**config.mk**
```make
export PLATFORM = sky130hd
export DESIGN_NAME = xadc_drp_sequencer
export DESIGN_NICKNAME = d
export VERILOG_FILES = /design/src/rtl/xadc_pkg.sv /design/src/rtl/sync_2ff.sv /design/src/rtl/xadc_drp_sequencer.sv
export SDC_FILE = /design/constraint.sdc
export NUM_CORES = 1
export LEC_CHECK = 0
export ABC_AREA = 1
export CAP_MARGIN = 20
export CORE_UTILIZATION = 35
export DETAILED_ROUTE_END_ITERATION = 10
export GPL_TIMING_DRIVEN = 0
export PLACE_DENSITY_LB_ADDON = 0.15
export SYNTH_ARGS = -nofsm -noshare
export SYNTH_HDL_FRONTEND = slang
export SYNTH_HIERARCHICAL = 1
export SYNTH_SLANG_ARGS = --single-unit
```
**constraint.sdc**
```tcl
create_clock -name clk -period 2.2 [get_ports clk]
set_clock_uncertainty 0.1 [all_clocks]
set_input_delay 0.44 -clock clk [delete_from_list [all_inputs] [get_ports clk]]
set_output_delay 0.44 -clock clk [all_outputs]
set_load 0.005 [all_outputs]
```
**src/rtl/xadc_pkg.sv**
```systemverilog
// Shared constants and types for the XADC DRP sequencer.
package xadc_pkg;

  typedef enum logic [2:0] {
    ST_SETTLE   = 3'd0,
    ST_CFG_WR   = 3'd1,
    ST_CFG_WAIT = 3'd2,
    ST_IDLE     = 3'd3,
    ST_RD_REQ   = 3'd4,
    ST_RD_WAIT  = 3'd5
  } state_t;

  // Averaging field encodings as presented on the switches.
  typedef enum logic [1:0] {
    AVG_NONE = 2'd0,
    AVG_16   = 2'd1,
    AVG_64   = 2'd2,
    AVG_256  = 2'd3
  } avg_t;

  localparam logic [6:0] CFG_ADDR = 7'h40;  // config reg 0
  localparam logic [6:0] RES_ADDR = 7'h03;  // VP/VN result
  localparam int         AVG_LSB  = 12;
  localparam int         AVG_MSB  = 13;

  // Config reg 0 image: base contents with the averaging field replaced.
  function automatic logic [15:0] cfg_word(input logic [15:0] base, input logic [1:0] avg);
    logic [15:0] w;
    w = base;
    w[AVG_MSB:AVG_LSB] = avg;
    return w;
  endfunction

endpackage

```
**src/rtl/sync_2ff.sv**
```systemverilog
// Two-flop synchronizer for slow asynchronous levels (switches).
module sync_2ff #(
  parameter int WIDTH = 1
) (
  input  logic             clk,
  input  logic             rst,
  input  logic [WIDTH-1:0] d,
  output logic [WIDTH-1:0] q
);

  logic [WIDTH-1:0] meta;

  // Two register stages; the first may go metastable, the second gives it a cycle to settle.
  always_ff @(posedge clk) begin
    // NOTE: sequential state uses non-blocking assignments so both stages sample the pre-edge values.
    if (rst) begin
      meta <= '0;
      q    <= '0;
    end else begin
      meta <= d;
      q    <= meta;
    end
  end

endmodule

```
**src/rtl/xadc_drp_sequencer.sv**
```systemverilog
// Owns the XADC DRP: writes the averaging config, then reads VP/VN after each eoc.
module xadc_drp_sequencer
  import xadc_pkg::*;
#(
  parameter logic [15:0] CFG_BASE     = 16'h0003,
  parameter int          SETTLE_CYC   = 16,
  parameter int          DRDY_TIMEOUT = 255
) (
  input  logic        clk,
  input  logic        rst,
  input  logic [1:0]  avg,
  output logic [6:0]  daddr,
  output logic        den,
  output logic        dwe,
  output logic [15:0] di,
  input  logic [15:0] do_i,
  input  logic        drdy,
  input  logic        eoc,
  output logic [15:0] sample,
  output logic        sample_valid,
  output logic        cfg_done,
  output logic        err
);

  // Last counter value before leaving the state; the counter starts at 0 on entry.
  localparam logic [7:0] SETTLE_LAST  = 8'(SETTLE_CYC - 1);
  localparam logic [7:0] TIMEOUT_LAST = 8'(DRDY_TIMEOUT - 1);

  state_t      state, state_nx;
  logic [1:0]  avg_s;
  logic [1:0]  avg_applied;
  logic [7:0]  cnt;
  logic        eoc_pend;
  logic        wait_st;
  logic        timeout;

  sync_2ff #(.WIDTH(2)) u_avg_sync (
    .clk (clk),
    .rst (rst),
    .d   (avg),
    .q   (avg_s)
  );

  assign wait_st = (state == ST_CFG_WAIT) || (state == ST_RD_WAIT);
  // drdy on the final wait cycle still counts as a completed access.
  assign timeout = wait_st && !drdy && (cnt == TIMEOUT_LAST);

  // State register.
  always_ff @(posedge clk) begin
    if (rst) state <= ST_SETTLE;
    else     state <= state_nx;
  end

  // Next-state and DRP drive; outputs decode the current state so reset forces them to 0.
  always_comb begin
    // NOTE: every output gets a default first so no path through the case infers a latch.
    state_nx = state;
    den      = 1'b0;
    dwe      = 1'b0;
    daddr    = '0;
    di       = '0;
    unique case (state)
      ST_SETTLE: begin
        if (cnt == SETTLE_LAST) state_nx = ST_CFG_WR;
      end
      ST_CFG_WR: begin
        den      = 1'b1;
        dwe      = 1'b1;
        daddr    = CFG_ADDR;
        di       = cfg_word(CFG_BASE, avg_s);
        state_nx = ST_CFG_WAIT;
      end
      ST_CFG_WAIT: begin
        if (drdy)         state_nx = ST_IDLE;
        else if (timeout) state_nx = ST_CFG_WR;
      end
      ST_IDLE: begin
        // A pending read beats a reconfiguration; the write follows on the next IDLE visit.
        if (eoc || eoc_pend)            state_nx = ST_RD_REQ;
        else if (avg_s != avg_applied)  state_nx = ST_CFG_WR;
      end
      ST_RD_REQ: begin
        den      = 1'b1;
        daddr    = RES_ADDR;
        state_nx = ST_RD_WAIT;
      end
      ST_RD_WAIT: begin
        if (drdy)         state_nx = ST_IDLE;
        else if (timeout) state_nx = ST_CFG_WR;
      end
      default: state_nx = ST_SETTLE;
    endcase
  end

  // Shared cycle counter for the settle delay and the drdy timeout; restarts on every state change.
  always_ff @(posedge clk) begin
    if (rst || (state_nx != state))               cnt <= '0;
    else if ((state == ST_SETTLE) || wait_st)     cnt <= cnt + 8'd1;
  end

  // Remember which averaging value the XADC currently holds.
  always_ff @(posedge clk) begin
    if (rst)                     avg_applied <= '0;
    else if (state == ST_CFG_WR) avg_applied <= avg_s;
  end

  // Config-written flag: dropped when a write starts, raised when it completes.
  always_ff @(posedge clk) begin
    if (rst)                                  cfg_done <= 1'b0;
    else if (state == ST_CFG_WR)              cfg_done <= 1'b0;
    else if ((state == ST_CFG_WAIT) && drdy)  cfg_done <= 1'b1;
  end

  // Sticky timeout flag, cleared only by reset.
  always_ff @(posedge clk) begin
    if (rst)          err <= 1'b0;
    else if (timeout) err <= 1'b1;
  end

  // Capture read data and strobe it for one cycle.
  always_ff @(posedge clk) begin
    if (rst) begin
      sample       <= '0;
      sample_valid <= 1'b0;
    end else begin
      sample_valid <= 1'b0;
      if ((state == ST_RD_WAIT) && drdy) begin
        sample       <= do_i;
        sample_valid <= 1'b1;
      end
    end
  end

  // One-deep memory for an eoc that lands while a read is already in flight.
  always_ff @(posedge clk) begin
    if (rst)
      eoc_pend <= 1'b0;
    else if ((state == ST_IDLE) && (state_nx == ST_RD_REQ))
      eoc_pend <= 1'b0;
    else if (eoc && ((state == ST_RD_REQ) || (state == ST_RD_WAIT)))
      eoc_pend <= 1'b1;
  end

endmodule
```
==> flow_summary.html, run 1 <==
<table>
<tr><th>Metric</th><th>Value</th></tr>
<tr><th colspan="2">Status</th></tr>
<tr><td>Outcome</td><td>finished, final reports clean</td></tr>
<tr><th colspan="2">Die</th></tr>
<tr><td>Starting density of the core</td><td>36.3%</td></tr>
<tr><td>Number of top-level design ports</td><td>66</td></tr>
<tr><td>Total Die Area</td><td>5560 um^2</td></tr>
<tr><td>Core Rows</td><td>26</td></tr>
<tr><td>Die extent in x</td><td>74.5 um</td></tr>
<tr><td>Core area</td><td>5070 um^2</td></tr>
<tr><td>Height of the die</td><td>74.5 um</td></tr>
<tr><th colspan="2">Route</th></tr>
<tr><td>Post-DR vias/cell</td><td>4.12</td></tr>
<tr><td>DRC viols</td><td>0</td></tr>
<tr><td>Routed Wire Length</td><td>3.83 mm</td></tr>
<tr><td>DRT antenna net count</td><td>0</td></tr>
<tr><td>Initial drt markers</td><td>107</td></tr>
<tr><td>Wire per inst</td><td>9.57 um</td></tr>
<tr><td>Number of vias in the routed layout</td><td>1647</td></tr>
<tr><td>Length of the first detailed-routing pass in iterations</td><td>4</td></tr>
<tr><th colspan="2">STA</th></tr>
<tr><td>Achievable Freq</td><td>0.472 GHz</td></tr>
<tr><td>Number of hold-slack violations in the final timing report</td><td>0</td></tr>
<tr><td>Total of endpoints with negative setup slack in the final report</td><td>0</td></tr>
<tr><td>Number of max-slew violations in the final report</td><td>0</td></tr>
<tr><td>Final sum of negative setup slack</td><td>0 ns</td></tr>
<tr><td>Final critical-path required period</td><td>2.12 ns</td></tr>
<tr><td>Final period utilization</td><td>96.2%</td></tr>
<tr><td>Unrepaired setup endpoints after global routing</td><td>false</td></tr>
<tr><td>Final critical-path setup slack</td><td>0.0825 ns</td></tr>
<tr><th colspan="2">Finish</th></tr>
<tr><td>Syn-to-layout area delta</td><td>42.9%</td></tr>
<tr><td>NumNets Final</td><td>353</td></tr>
<tr><td>Post-layout instance count excluding filler cells</td><td>400</td></tr>
<tr><td>Fraction of layout cells with a size suffix above 1</td><td>19.7%</td></tr>
<tr><td>Diodes inserted</td><td>0</td></tr>
<tr><td>Commonest cells after routing, fill and taps aside</td><td>clkdlybuf4s50_1, inv_1, dfxtp_1</td></tr>
<tr><td>Most frequent standard cell in the layout excluding fill and tap cells</td><td>clkdlybuf4s50_1</td></tr>
<tr><td>Final design area excluding fillers</td><td>2630 um^2</td></tr>
<tr><th colspan="2">Clock network</th></tr>
<tr><td>H-tree depth</td><td>2</td></tr>
<tr><td>Clock latency on the worst-skew pair</td><td>0.29 ns</td></tr>
<tr><td>Buffer type at the clock tree root</td><td>clkbuf_8</td></tr>
<tr><td>CTS Hold Buffers Added</td><td>0</td></tr>
<tr><td>Clock-pin slew of the registers on the worst-case setup and hold paths</td><td>0.07 ns</td></tr>
<tr><td>TritonCTS buffer count</td><td>5</td></tr>
<tr><td>Sinks on Clock Net</td><td>37</td></tr>
<tr><td>Buffer levels on the longest clock path</td><td>2</td></tr>
<tr><td>TritonCTS clock tree</td><td>built</td></tr>
<tr><th colspan="2">Place</th></tr>
<tr><td>Buffers added on ports</td><td>49</td></tr>
<tr><td>Number of instances in the placed design</td><td>386</td></tr>
<tr><td>Post-place instance area</td><td>2480 um^2</td></tr>
<tr><td>Minimum setup slack after placement</td><td>-0.356 ns</td></tr>
<tr><td>HPWL Detailed</td><td>2.87 mm</td></tr>
<tr><td>Weighted congestion reported at the end of routability-driven placement</td><td>0.752</td></tr>
<tr><th colspan="2">Yosys</th></tr>
<tr><td>Flip-flop and latch count after synthesis</td><td>37</td></tr>
<tr><td>Cell area after technology mapping</td><td>1840 um^2</td></tr>
<tr><td>Post-synth top area share</td><td>40.2%</td></tr>
<tr><td>Instance count of the mapped netlist</td><td>252</td></tr>
<tr><td>Cell type with the largest total area after synthesis</td><td>dfxtp_1</td></tr>
<tr><td>Sequential cell area fraction in the yosys report</td><td>40.2%</td></tr>
<tr><td>Synthesized area per cell</td><td>7.31 um^2</td></tr>
<tr><td>Distinct cell type count of the synthesized netlist</td><td>27</td></tr>
<tr><td>Yosys warnings</td><td>6</td></tr>
<tr><td>Largest cells by area after synthesis</td><td>dfxtp_1, buf_4, inv_1</td></tr>
<tr><th colspan="2">Global routing</th></tr>
<tr><td>Global-route usage over all layers</td><td>15.2%</td></tr>
<tr><td>Global-route wire length before repair</td><td>6.34 mm</td></tr>
<tr><td>GRT Residual Overflow</td><td>0</td></tr>
<tr><td>Pin count of the biggest net entering global routing</td><td>12</td></tr>
<tr><td>Number of global-route vias before repair</td><td>1433</td></tr>
<tr><td>Initial antenna violation count</td><td>0</td></tr>
<tr><th colspan="2">Critical path</th></tr>
<tr><td>Cell with the most instances on the worst path</td><td>buf_6</td></tr>
<tr><td>Slowest cell on the critical path</td><td>clkdlybuf4s50_1</td></tr>
<tr><td>Required time reported for the critical path endpoint</td><td>1.66 ns</td></tr>
<tr><td>Cells along the critical path</td><td>buf_6 -&gt; nor3_4 -&gt; buf_6 -&gt; clkdlybuf4s50_1</td></tr>
<tr><td>Critical path's largest stage delay</td><td>0.50 ns</td></tr>
<tr><td>Largest fanout on the critical path</td><td>8</td></tr>
<tr><td>Startpoint class of the critical path</td><td>flip-flop</td></tr>
<tr><td>Critical path class</td><td>reg2out</td></tr>
<tr><td>Endpoint kind of the worst setup timing path</td><td>primary output</td></tr>
<tr><td>Worst endpoint data arrival time</td><td>1.58 ns</td></tr>
<tr><th colspan="2">Hold path</th></tr>
<tr><td>Worst min-delay path class</td><td>reg2reg</td></tr>
<tr><th colspan="2">Power and ir drop</th></tr>
<tr><td>Largest vdd supply drop</td><td>0.237 mV</td></tr>
<tr><td>Leakage power of the design</td><td>1.16 nW</td></tr>
<tr><td>Pwr per Cell Area</td><td>476 nW/um^2</td></tr>
<tr><th colspan="2">Job</th></tr>
<tr><td>Max Cap Violations</td><td>0</td></tr>
</table>
==> metal layers <==
metal  share of wire, %  vias up  wire [um]  GRT usage, %
met5                  0        -          0             0
li1                   -      889          -             -
met4                1.5        0         56          5.66
met1                 48      708       1830          19.4
met2                 45       44       1700          23.3
met3                6.2        6        239          5.83
==> stage by stage <==
step           total power, mW  util [%]  hold slack, ns
2_1_floorplan            0.769         -           0.288
3_3_place_gp             0.816      48.8           0.291
3_5_place_dp             0.818      48.8           0.295
4_1_cts                   1.28      51.5           0.306
5_1_grt                   1.34      51.8           0.333
6_report                  1.25      51.8           0.304
==> repair_timing <==
item                                   in CTS  in global routing
endpoints found under the hold margin       0                  0
pin swaps                                   2                  2
gates resized for setup                    15                  3
buffers inserted                            4                  2
setup endpoints to repair                   9                  8
==> sequential cells by signal, summed over array words and instances (netlist names) <==
register and cells:
sample_valid 1, u_avg_sync/q 2, state 3, u_avg_sync/meta 2, avg_applied 2, cfg_done 1
eoc_pend 1, cnt 8, sample 16, err 1
==> path summary, 6_finish.rpt <==
| check | start | end | slack, ns | cells past startpoint |
|---|---|---|---|---|
| hold / removal | u_avg_sync/meta[1] | u_avg_sync/q[1] | 0.30 | 2 |
| setup / recovery | state[2] | dwe | 0.08 | 4 |
| setup reg to reg | cnt[0] | cnt[6] | 0.45 | 11 |
| hold reg to reg | u_avg_sync/meta[1] | u_avg_sync/q[1] | 0.30 | 2 |
==> report_power, final <==
part           total (mW)  switching [mW]  leakage, nW  internal (mW)
logic               0.118          0.0486        0.818         0.0693
registers           0.684         0.00664        0.301          0.677
clock network       0.450           0.231       0.0450          0.219
total                1.25           0.286         1.16          0.966
==> worst max-delay path: cells and delay by family, from the launching register on <==
| family | cells | cell delay (ns) |
|---|---|---|
| DFF | 1 | 0.31 |
| buffers and inverters | 3 | 0.77 |
| and+or+nand+nor | 1 | 0.21 |
==> final cells by class <==
class / instances / area, um^2
Buffer: 27 / 193
Clock buffer: 6 / 72.6
Clock inverter: 2 / 10.0
Fill cell: 533 / 2440
Inverter: 44 / 165
Multi-Input combinational cell: 159 / 822
Sequential cell: 37 / 746
Tap cell: 70 / 87.6
Timing Repair Buffer: 55 / 536
==> logic make-up (layout without fill, tap and decap cells) <==
group,count (synthesis),count (layout),synth area share (%)
compound gates,43,43,12.0
xor+xnor,7,7,3.33
fa+ha+maj,2,2,1.36
buf+inv,71,134,19.4
flops,37,37,40.2
mux,2,2,1.09
other cells,1,16,0.204
simple gates,89,89,22.5
==> synth_stat cells (all sizes together) <==
library cell	number
xor2	3
nor2	39
buf	22
xnor2	4
o21ai	19
clkbuf	5
nor4	1
inv	44
nor3	2
nand3	8
or2	1
ha	2
nand4	2
mux2i	2
dfxtp	37
conb	1
a21oi	23
a31oi	1
nand2	36
Power figures use the tool's default switching activity.
==> run 2: changes to the inputs <==
Settings changed: TNS_END_PERCENT set to 5.
==> run 2 against run 1 <==
Net effect:
- the run now ends with negative setup slack left
- die area did not move
- fmax is 3.8% lower
- total power up 0.41%
- global-route usage is 0.085 points lower
- sequential power barely moved
- setup slack worse by 0.084 ns
==> flow_summary.html, run 2 (synthesis gave the netlist of run 1 again) <==
<table>
<tr><th>Metric</th><th>Value</th></tr>
<tr><th colspan="2">Clock network</th></tr>
<tr><td>TritonCTS buffer count</td><td>5</td></tr>
<tr><td>Sinks on Clock Net</td><td>37</td></tr>
<tr><td>Buffer levels on the longest clock path</td><td>2</td></tr>
<tr><td>TritonCTS clock tree</td><td>built</td></tr>
<tr><td>H-tree depth</td><td>2</td></tr>
<tr><td>Clock-pin slew of the registers on the worst-case setup and hold paths</td><td>0.07 ns</td></tr>
<tr><td>Clock latency on the worst-skew pair</td><td>0.29 ns</td></tr>
<tr><td>Buffer type at the clock tree root</td><td>clkbuf_8</td></tr>
<tr><th colspan="2">Critical path</th></tr>
<tr><td>Worst R2R Path Depth</td><td>11</td></tr>
<tr><td>Cell with the most instances on the worst path</td><td>nand2_1</td></tr>
<tr><td>Endpoint kind of the worst setup timing path</td><td>primary output</td></tr>
<tr><td>Worst endpoint data arrival time</td><td>1.66 ns</td></tr>
<tr><td>Slowest cell on the critical path</td><td>clkdlybuf4s50_1</td></tr>
<tr><td>Startpoint class of the critical path</td><td>flip-flop</td></tr>
<tr><td>Required time reported for the critical path endpoint</td><td>1.66 ns</td></tr>
<tr><td>Largest fanout on the critical path</td><td>5</td></tr>
<tr><td>Critical path's largest stage delay</td><td>0.50 ns</td></tr>
<tr><td>Critical path class</td><td>reg2out</td></tr>
<tr><td>Cells along the critical path</td><td>inv_2 -&gt; nand2_1 -&gt; nor2_4 -&gt; inv_1 -&gt; nand2_1 -&gt; clkdlybuf4s50_1</td></tr>
<tr><th colspan="2">Place</th></tr>
<tr><td>Post-place instance area</td><td>2480 um^2</td></tr>
<tr><td>HPWL Detailed</td><td>2.87 mm</td></tr>
<tr><td>Buffers added on ports</td><td>49</td></tr>
<tr><td>Weighted congestion reported at the end of routability-driven placement</td><td>0.752</td></tr>
<tr><th colspan="2">Global routing</th></tr>
<tr><td>Global-route usage over all layers</td><td>15.1%</td></tr>
<tr><td>Number of global-route vias before repair</td><td>1435</td></tr>
<tr><td>Global routing usage on met3</td><td>6.23%</td></tr>
<tr><td>Layer with the highest usage after global routing</td><td>met2</td></tr>
<tr><td>Initial antenna violation count</td><td>0</td></tr>
<tr><td>Met2 global-route usage</td><td>23.1%</td></tr>
<tr><td>Pin count of the biggest net entering global routing</td><td>12</td></tr>
<tr><td>Met1 usage</td><td>19.1%</td></tr>
<tr><td>Global-route wire length before repair</td><td>6.29 mm</td></tr>
<tr><td>GRT Residual Overflow</td><td>0</td></tr>
<tr><th colspan="2">Die</th></tr>
<tr><td>Height of the die</td><td>74.5 um</td></tr>
<tr><td>Starting density of the core</td><td>36.3%</td></tr>
<tr><td>Number of top-level design ports</td><td>66</td></tr>
<tr><td>Core area</td><td>5070 um^2</td></tr>
<tr><td>Core Rows</td><td>26</td></tr>
<tr><td>Die extent in x</td><td>74.5 um</td></tr>
<tr><td>Total Die Area</td><td>5560 um^2</td></tr>
<tr><th colspan="2">Job</th></tr>
<tr><td>Max Cap Violations</td><td>0</td></tr>
<tr><th colspan="2">Finish</th></tr>
<tr><td>Final Util</td><td>51.2%</td></tr>
<tr><td>Final design area excluding fillers</td><td>2600 um^2</td></tr>
<tr><td>Most flop-heavy register</td><td>sample</td></tr>
<tr><td>Most frequent standard cell in the layout excluding fill and tap cells</td><td>clkdlybuf4s50_1</td></tr>
<tr><td>NumNets Final</td><td>348</td></tr>
<tr><td>Diodes inserted</td><td>0</td></tr>
<tr><td>Syn-to-layout area delta</td><td>41.1%</td></tr>
<tr><td>Fraction of layout cells with a size suffix above 1</td><td>18.8%</td></tr>
<tr><td>Max reg flops</td><td>16</td></tr>
<tr><td>Commonest cells after routing, fill and taps aside</td><td>clkdlybuf4s50_1, inv_1, dfxtp_1</td></tr>
<tr><td>Registers with the most flip-flops</td><td>sample x16, cnt x8, state x3</td></tr>
<tr><td>Filler Cell Count</td><td>533</td></tr>
<tr><th colspan="2">Power and ir drop</th></tr>
<tr><td>Internal power</td><td>0.966 mW</td></tr>
<tr><td>Largest vdd supply drop</td><td>0.240 mV</td></tr>
<tr><td>Share of total power in the clock network</td><td>36.2%</td></tr>
<tr><td>Leakage power of the design</td><td>1.16 nW</td></tr>
<tr><td>Fraction of power consumed by sequential logic</td><td>54.4%</td></tr>
<tr><td>Switching share of total power</td><td>23.2%</td></tr>
<tr><td>Sw Pwr</td><td>0.291 mW</td></tr>
<tr><td>Logic pwr share</td><td>9.4%</td></tr>
<tr><td>Pwr per Cell Area</td><td>484 nW/um^2</td></tr>
<tr><th colspan="2">Route</th></tr>
<tr><td>DRT antenna net count</td><td>0</td></tr>
<tr><td>Number of vias in the routed layout</td><td>1627</td></tr>
<tr><td>Initial drt markers</td><td>116</td></tr>
<tr><td>Length of the first detailed-routing pass in iterations</td><td>4</td></tr>
<tr><td>Wire per inst</td><td>9.48 um</td></tr>
<tr><td>Post-DR vias/cell</td><td>4.12</td></tr>
<tr><td>DRC viols</td><td>0</td></tr>
<tr><td>Routed Wire Length</td><td>3.74 mm</td></tr>
<tr><th colspan="2">STA</th></tr>
<tr><td>Final sum of negative setup slack</td><td>-0.00155 ns</td></tr>
<tr><td>Total of endpoints with negative setup slack in the final report</td><td>1</td></tr>
<tr><td>Final critical-path setup slack</td><td>-0.00155 ns</td></tr>
<tr><td>Final period utilization</td><td>100%</td></tr>
<tr><td>Final critical-path required period</td><td>2.20 ns</td></tr>
<tr><td>Number of hold-slack violations in the final timing report</td><td>0</td></tr>
<tr><td>Achievable Freq</td><td>0.454 GHz</td></tr>
<tr><td>Unrepaired setup endpoints after global routing</td><td>true</td></tr>
<tr><td>Number of max-slew violations in the final report</td><td>0</td></tr>
<tr><th colspan="2">Hold path</th></tr>
<tr><td>Worst min-delay path class</td><td>reg2reg</td></tr>
<tr><td>Min-Delay Path Depth</td><td>2</td></tr>
<tr><th colspan="2">Status</th></tr>
<tr><td>Violations in the final reports</td><td>negative setup slack</td></tr>
<tr><td>Outcome</td><td>complete, but fails checks</td></tr>
</table>
run 2: area by class of cell:
cell class / count / area (um^2) / share of cell area [%]
clock buffers: 6 / 72.6 / 2.79
repair buffers: 50 / 503 / 19.4
plain buffers: 27 / 193 / 7.41
clock inverters: 2 / 10.0 / 0.385
well taps: 70 / 87.6 / 3.37
multi-input cells: 159 / 820 / 31.5
flip-flops and latches: 37 / 746 / 28.7
inverters: 44 / 168 / 6.45
run 2: worst max-delay path: cells and delay by family, from the launching register on:
family / cells / cell delay (ns)
buffers and inverters: 3 / 0.66
DFF: 1 / 0.36
and+or+nand+nor: 3 / 0.34
run 2: power groups by stage:
stage | sequential (mW) | clock [mW] | combinational (mW)
floorplan | 0.699 | 0 | 0.0706
global placement | 0.700 | 0 | 0.116
detailed placement | 0.700 | 0 | 0.117
CTS | 0.683 | 0.478 | 0.118
global route | 0.685 | 0.516 | 0.135
finish | 0.684 | 0.455 | 0.118
run 2: worst paths after layout:
kind                                         start              end  slack, ns
worst max-delay path                      state[1]              den     -0.002
worst min-delay path            u_avg_sync/meta[1]  u_avg_sync/q[1]       0.31
worst max register to register              cnt[0]           cnt[6]       0.46
worst min register to register  u_avg_sync/meta[1]  u_avg_sync/q[1]       0.31
run 2: through the flow:
stage / std cells / worst slack, ns / hold WS (ns) / power [mW]
after floorplan: 267 / 0.466 / 0.288 / 0.769
after global placement: 386 / -0.413 / 0.291 / 0.816
after detailed placement: 386 / -0.356 / 0.295 / 0.818
after CTS: 395 / -0.0683 / 0.306 / 1.28
after global routing: 395 / -0.0976 / 0.346 / 1.34
final: 395 / -0.00155 / 0.305 / 1.26
run 2: timing repair:
action,4_1_cts,5_1_grt
resized for setup,8,10
hold buffers,0,0
cloned,0,0
pin swaps,1,1
setup endpoints to repair,9,13
setup buffers,1,0
run 2: per-layer routing:
metal | share of wire, % | up-vias
li1 | - | 879
met1 | 47 | 693
met2 | 44 | 49
met3 | 6.5 | 6
met4 | 1.8 | 0
met5 | 0 | -
==> RTL edit, RTL diff (settings of run 1) <==
Register the output `err` once more, cleared by the reset; this adds one clock of latency there. The other outputs are not delayed to match.
--- a/src/rtl/xadc_drp_sequencer.sv
+++ b/src/rtl/xadc_drp_sequencer.sv
@@ -25,6 +25,8 @@
   // Last counter value before leaving the state; the counter starts at 0 on entry.
   localparam logic [7:0] SETTLE_LAST  = 8'(SETTLE_CYC - 1);
   localparam logic [7:0] TIMEOUT_LAST = 8'(DRDY_TIMEOUT - 1);
+
+  logic err_s0;
 
   state_t      state, state_nx;
   logic [1:0]  avg_s;
@@ -113,8 +115,8 @@
 
   // Sticky timeout flag, cleared only by reset.
   always_ff @(posedge clk) begin
-    if (rst)          err <= 1'b0;
-    else if (timeout) err <= 1'b1;
+    if (rst)          err_s0 <= 1'b0;
+    else if (timeout) err_s0 <= 1'b1;
   end
 
   // Capture read data and strobe it for one cycle.
@@ -141,4 +143,12 @@
       eoc_pend <= 1'b1;
   end
 
+  always_ff @(posedge clk) begin
+    if (rst) begin
+      err <= '0;
+    end else begin
+      err <= err_s0;
+    end
+  end
+
 endmodule
Check against the original RTL: no difference found for any inputs over 10 cycles, from zero or initial values and one cycle with rst high; that may be too few to reach the edited logic, so the function may still have changed.
==> RTL edit against run 1 <==
  * Via count is 0.55% higher
  * Clock power is 12% higher
  * Routed wire length is 0.78% lower
  * Power is 5.1% higher
  * Design area is 0.76% higher
  * Worst setup slack worse by 37 ps
  * Sequential cell count is 1 higher
  * Area after synthesis is 0.20% lower
==> RTL edit: results (changes against run 1) <==
outcome=complete, no violations; Seq area share=29.0% (+0.64 points); switching pwr=302 uW (+5.7%); most instantiated cells after synthesis=45 x inv_1, 38 x dfxtp_1, 37 x nor2_1, 29 x nand2_1, 23 x a21oi_1; dpl hpwl=2770 um (-3.6%); Non-clk invs=48 (+9.1%); Post-Synth Adder-Cell Area=1.36% (+0.0028 points); Final #Nets=356 (+0.85%); multiplexer share of the synthesized area=0.545% (-0.54 points); Post-Synth XOR/XNOR Area=3.34% (+0.0068 points); Synth Area in Compound Gates=11.8% (-0.18 points); register area=768 um^2 (+3.0%); fraction of area in multi-input gates=29.8% (-1.4 points); clk cell area share=3.59% (+0.45 points); vias in the first global route=1,421 (-0.84%); clk sinks=38 (+2.7%); Critical Path Fanout Max=4 (-4); crit path DAT=1610 ps (+30 ps); post-synthesis sequential area ratio=41.4% (+1.2 points); clock share of power=38.1% (+2.2 points); Netlist cell types=25 (-7.4%); vias per cell=4.11 (-0.20%); largest net degree at the start of global routing=13 (+1); Comb power frac=8.6% (-0.8 points); nonclk buf count=81 (-1.2%); pre-CTS WS=-316 ps (+39.8 ps)
## RTL edit: cell types whose count changed after synthesis, moves of 2 or more
cell / change
nor2_1: +11
nand2_1: -3
nor2_2: -9
inv_1: +5
nand4_1: +2
## RTL edit: final timing paths
kind	startpoint	end	slack (ps)	cells after the start
worst min register to register	u_avg_sync/meta[0]	u_avg_sync/q[0]	310	2
worst max register to register	cnt[0]	cnt[5]	530	13
worst min-delay path	u_avg_sync/meta[0]	u_avg_sync/q[0]	310	2
worst max-delay path	state[0]	den	50	5
## RTL edit: worst max-delay path: cells and delay by family, from the launching register on
kind / cells / cell delay [ps]
buffers and inverters: 3 / 640
DFF: 1 / 360
and+or+nand+nor: 2 / 320
## RTL edit: per-layer routing
metal / global-route usage [%] / wire (um) / vias to the layer above / part of all wire (%)
li1: - / - / 900 / -
met1: 17.7 / 1690 / 702 / 44
met2: 22.5 / 1690 / 48 / 44
met3: 7.18 / 347 / 6 / 9.1
met4: 7.55 / 73 / 0 / 1.9
met5: 0 / 0 / - / 0
